### src/rtl/pipe_stage_reg_pkg.sv
// Shared pipeline-register definitions: stage FSM encoding, stage bundle
// typedefs used to size pipeline registers, and a small occupancy helper.
package pipe_stage_reg_pkg;

    // Stage occupancy state; the encoding doubles as the held-entry count
    typedef enum logic [1:0] {
        ST_EMPTY = 2'd0,
        ST_ONE   = 2'd1,
        ST_TWO   = 2'd2
    } stage_state_e;

    // ID/EXE stage bundle; its width is what a pipe_stage_reg is built with
    typedef struct packed {
        logic [31:0] pc;
        logic [31:0] op_a;
        logic [31:0] op_b;
        logic [4:0]  rd;
        logic [3:0]  alu_op;
        logic        reg_write;
        logic        mem_read;
        logic        mem_write;
    } id_exe_bundle_t;

    localparam int ID_EXE_W = $bits(id_exe_bundle_t);

    // Number of held entries for a given state; never returns 3
    function automatic logic [1:0] occ_of(input stage_state_e s);
        case (s)
            ST_ONE:  return 2'd1;
            ST_TWO:  return 2'd2;
            default: return 2'd0;
        endcase
    endfunction

endpackage

### src/rtl/pipe_stage_reg_data.sv
// Payload register with load enable and synchronous clear; used for both
// the main (output) entry and the skid entry of a pipeline stage.
module pipe_data_reg #(
    parameter int DATA_W = 32
) (
    input  logic              clk,
    input  logic              rst,
    input  logic              clear,
    input  logic              load,
    input  logic [DATA_W-1:0] d,
    output logic [DATA_W-1:0] q
);

    // Reset and clear both zero the entry; clear wins over a same-cycle load
    always_ff @(posedge clk) begin
        if (rst || clear) begin
            q <= '0;
        end else if (load) begin
            q <= d;
        end
    end

endmodule

### src/rtl/pipe_stage_reg.sv
// Two-entry skid pipeline register between two pipeline stages. The main
// entry drives out_data; the skid entry absorbs the one word that arrives
// while downstream stalls, so in_ready can come straight from a flop.
module pipe_stage_reg
    import pipe_stage_reg_pkg::*;
#(
    parameter int DATA_W         = 32,
    parameter int CLEAR_ON_FLUSH = 1
) (
    input  logic              clk,
    input  logic              rst,
    input  logic              in_valid,
    output logic              in_ready,
    input  logic [DATA_W-1:0] in_data,
    output logic              out_valid,
    input  logic              out_ready,
    output logic [DATA_W-1:0] out_data,
    input  logic              flush,
    output logic [1:0]        occ
);

    localparam logic CLEAR_EN = (CLEAR_ON_FLUSH != 0);

    stage_state_e      state;
    stage_state_e      state_nxt;
    logic              in_fire;
    logic              out_fire;
    logic              main_load;
    logic              skid_load;
    logic              main_from_skid;
    logic              payload_clear;
    logic [DATA_W-1:0] main_d;
    logic [DATA_W-1:0] skid_q;

    assign in_fire       = in_valid & in_ready;
    assign out_fire      = out_valid & out_ready;
    assign payload_clear = flush & CLEAR_EN;
    assign main_d        = main_from_skid ? skid_q : in_data;

    // Next state and payload load controls; flush overrides every handshake
    always_comb begin
        state_nxt      = state;
        main_load      = 1'b0;
        skid_load      = 1'b0;
        main_from_skid = 1'b0;
        if (flush) begin
            state_nxt = ST_EMPTY;
        end else begin
            case (state)
                ST_EMPTY: begin
                    if (in_fire) begin
                        main_load = 1'b1;
                        state_nxt = ST_ONE;
                    end
                end
                ST_ONE: begin
                    if (in_fire && out_fire) begin
                        main_load = 1'b1;
                    end else if (out_fire) begin
                        state_nxt = ST_EMPTY;
                    end else if (in_fire) begin
                        skid_load = 1'b1;
                        state_nxt = ST_TWO;
                    end
                end
                ST_TWO: begin
                    if (out_fire) begin
                        main_load      = 1'b1;
                        main_from_skid = 1'b1;
                        state_nxt      = ST_ONE;
                    end
                end
                default: begin
                    state_nxt = ST_EMPTY;
                end
            endcase
        end
    end

    // State register with the handshake outputs registered alongside it
    always_ff @(posedge clk) begin
        if (rst) begin
            state     <= ST_EMPTY;
            out_valid <= 1'b0;
            in_ready  <= 1'b1;
            occ       <= 2'd0;
        end else begin
            state     <= state_nxt;
            out_valid <= (state_nxt != ST_EMPTY);
            in_ready  <= (state_nxt != ST_TWO);
            occ       <= occ_of(state_nxt);
        end
    end

    pipe_data_reg #(.DATA_W(DATA_W)) u_main (
        .clk   (clk),
        .rst   (rst),
        .clear (payload_clear),
        .load  (main_load),
        .d     (main_d),
        .q     (out_data)
    );

    pipe_data_reg #(.DATA_W(DATA_W)) u_skid (
        .clk   (clk),
        .rst   (rst),
        .clear (payload_clear),
        .load  (skid_load),
        .d     (in_data),
        .q     (skid_q)
    );

endmodule

### config.mk
export PLATFORM = sky130hd
export DESIGN_NAME = pipe_stage_reg
export DESIGN_NICKNAME = d
export VERILOG_FILES = /design/src/rtl/pipe_stage_reg_pkg.sv /design/src/rtl/pipe_stage_reg_data.sv /design/src/rtl/pipe_stage_reg.sv
export SDC_FILE = /design/constraint.sdc
export NUM_CORES = 1
export LEC_CHECK = 0
export CAP_MARGIN = 30
export CORE_UTILIZATION = 43
export DETAILED_ROUTE_END_ITERATION = 12
export GPL_ROUTABILITY_DRIVEN = 1
export PLACE_DENSITY_LB_ADDON = 0.08
export SLEW_MARGIN = 20
export SYNTH_ARGS = -nofsm -noshare
export SYNTH_HDL_FRONTEND = slang
export SYNTH_SLANG_ARGS = --single-unit
### constraint.sdc
create_clock -name clk -period 1.4 [get_ports clk]
set_input_delay 0.14 -clock clk [delete_from_list [all_inputs] [get_ports clk]]
set_output_delay 0.14 -clock clk [all_outputs]
set_load 0.005 [all_outputs]
==> summary.txt <==
Placed design
  – I/O Buffers: approximately 70
  – Dpl hpwl: 4354 um
  – Routability Congestion: about 0.81
  – # placed instances: 492

Detailed routing
  – Routed via count: about 2700
  – Initial DRC count: between 150 and 200
  – Final wirelength: ~7000 um
  – TritonRoute pass-1 iters: 4
  – DR vias/cell: about 5.2
  – DRC Markers: 0
  – WL per Instance: around 14 um
  – Final ANT Viol Nets: 0

STA
  – Final min period: about 1400 ps
  – Worst Tran Pin Value: ~240 ps
  – Final setup vio count: 1
  – Clk_skew: a little over 6 ps
  – WHS: approximately 380 ps
  – Slew HR: 0.8352
  – RSZ-0062 raised after global routing: yes
  – Fin worst setup slack: -4.256 ps
  – F_max: a little over 700 MHz
  – Fin. max-slew vios: 0
  – Count of final hold-check violations: 0
  – Final period utilization: 1.003

Cells and area
  – Synthesis-to-finish area growth: 46.00%
  – Share of layout cells above drive strength 1: 0.1304
  – NumNets Final: between 400 and 500
  – FILL cells: roughly 540
  – Final Non-Filler Cells: roughly 510
  – Inserted Diodes: 0

Floorplanning
  – I/O pin cnt: 73
  – Core Box Area: 5991 um2
  – DIE AREA: 6576 um2
  – Die X: a little over 80 um
  – Die Ht: 81.10 um
  – FP Rows: 28
  – Starting density of the core: 0.4490

Status
  – Status: finished with violations
  – Violations in the final reports: negative setup slack

Power
  – Lkg Pwr: ~1.4 nW
  – Total chip power: 3.965 mW
  – Pwr/cell area: just over 1000 nW/um2
  – Max VDD drop: 597.4 uV

Flow run
  – Max-Cap Viols: 0

Synthesis
  – Yosys warns: 0
  – Sequential share of the synthesized area: 0.5209
  – Synthesized area per cell: a little under 8 um2
  – Cell variety after synth: 21
  – Synth Cell Area: about 2700 um2
  – Synth Instances: 346
  – Synthesized flop and latch total: 70
  – Net Count, Synth: between 300 and 400

Setup path
  – Req. time, crit path: ~1700 ps
  – Most used cell, CP: buf_12
  – Slowest library cell on the worst path: dfxtp_2
  – Cell family with most CP delay: buffers and inverters
  – Worst Path Class, Setup: reg -> reg
  – WP buf/inv: 3
  – Setup crit start kind: flip-flop
  – Crit-path cells: nand4b_1 -> buf_4 -> o211ai_4 -> buf_12 -> buf_12 -> o21ai_1 -> a31oi_1
  – CP max stage delay: approximately 330 ps
  – Crit end category: flip-flop
  – Crit Path Max Fanout: 15
  – WP data arrival: 1660 ps

Clock network
  – CTS Buffer Depth: 2
  – Clock-pin transition on the worst setup and hold timing paths: roughly 70 ps
  – Clock Latency Late Sink: 330 ps
  – CTS tree: yes
  – Total CTS buffers: 9
  – CTS H-Tree Depth: 3
  – Cts hold-fix bufs: 0
  – Root buffer cell: clkbuf_8
  – CTS sink cnt: 70

GRT
  – Via count of the first global-routing pass: 2425
  – GRT Total Usage: 0.2180
  – Initial antenna violation count: 0
  – Total global routing overflow: 0
  – First-pass GRT wire length: between 10000 and 15000 um
  – Largest net degree at the start of global routing: 37

Hold path
  – Hold Crit Class: in -> reg
sequential cells by signal, indices dropped and copies added, names as in the netlist:
register,count
out_valid,1
in_ready,1
u_main.q,32
occ,2
state,2
u_skid.q,32
Yosys cell counts:
| cell | n | share of area |
|---|---|---|
| a211o_1 | 1 | 0.0033 |
| a21oi_1 | 32 | 0.060 |
| o211ai_2 | 1 | 0.0047 |
| or2_2 | 1 | 0.0023 |
| o21ai_0 | 4 | 0.0074 |
| or2_1 | 1 | 0.0023 |
| dfxtp_1 | 70 | 0.52 |
| mux2i_1 | 1 | 0.0037 |
| nand4b_1 | 1 | 0.0033 |
| nand4bb_1 | 1 | 0.0042 |
| and3b_1 | 1 | 0.0033 |
| clkbuf_1 | 14 | 0.020 |
| a211oi_1 | 4 | 0.011 |
| nand2_1 | 130 | 0.18 |
| a31oi_1 | 34 | 0.079 |
| nand4_1 | 2 | 0.0047 |
| a21boi_1 | 1 | 0.0028 |
| a21o_1 | 1 | 0.0028 |
| buf_2 | 14 | 0.026 |
| nor2_1 | 4 | 0.0056 |
| o21ai_1 | 28 | 0.052 |
final timing paths:
check / from / to / slack (ps) / cells past startpoint
worst max-delay path: state[0] / u_main.q[20] / -4 / 7
worst min-delay path: in_data[15] / u_skid.q[15] / 380 / 3
worst max register to register: state[0] / u_main.q[20] / -4 / 7
worst min register to register: u_skid.q[2] / u_skid.q[2] / 460 / 2
report_power, final:
group          switching, mW  internal [mW]  leakage [nW]
Clock                  0.729          0.621        0.0817
Sequential            0.0340           2.05         0.569
Combinational          0.220          0.312         0.775
logic make-up (layout without fill, tap and decap cells):
kind of cell    after synthesis  in the layout  synth area share
simple gates                141            141            0.2070
compound gates              106            106            0.2228
buf+inv                      28            119           0.04558
flops                        70             70            0.5209
mux                           1              1          0.003721
area by class of cell:
cell class,count,area [um2],area share
clock buffer,10,127.6,0.03249
multi-input combinational,248,1192,0.3036
clock inverter,5,27.53,0.007009
timing repair buffer,104,1080,0.2749
sequential,70,1406,0.3581
tap,75,93.84,0.02389
through the flow:
| stage | cell area (um2) | utilization | TNS (ps) | worst slack, ps |
|---|---|---|---|---|
| final | 3928 | 0.6556 | -4.256 | -4.256 |
| after global placement | 3637 | 0.6071 | -12710 | -250.7 |
| after detailed placement | 3637 | 0.6071 | -13840 | -290.7 |
| after floorplan | 2694 | - | 0 | 5.477 |
| after global routing | 3928 | 0.6556 | -1738 | -86.09 |
| after CTS | 3791 | 0.6328 | 0 | 4.221 |
routing by layer:
| layer | part of all wire | global-route usage | up-vias |
|---|---|---|---|
| met1 | 0.44 | 0.2566 | 1222 |
| met2 | 0.49 | 0.3756 | 97 |
| met5 | 0 | 0 | - |
| met3 | 0.063 | 0.07191 | 4 |
| met4 | 0.0065 | 0.06250 | 0 |
| li1 | - | - | 1351 |
worst min-delay path: stages:
cell and delay [ps]:
clkdlybuf4s50_1 420, nand2_1 60, a21oi_1 50
timing repair:
item	CTS	global route
setup buffers	0	2
pin swaps	0	2
gates cloned	0	3
resized for setup	3	18
setup endpoints to repair	2	53
layout by cell type, fill, tap and decap left out, types with 4 or more instances in the layout:
cell	count
nand2_1	129
a21oi_1	32
clkbuf_8	9
a211oi_1	4
dfxtp_2	4
a31oi_1	34
o21ai_1	29
clkdlybuf4s50_1	70
buf_12	5
buf_4	19
clkinv_2	4
dfxtp_1	66
(Power assumes the default switching activity.)
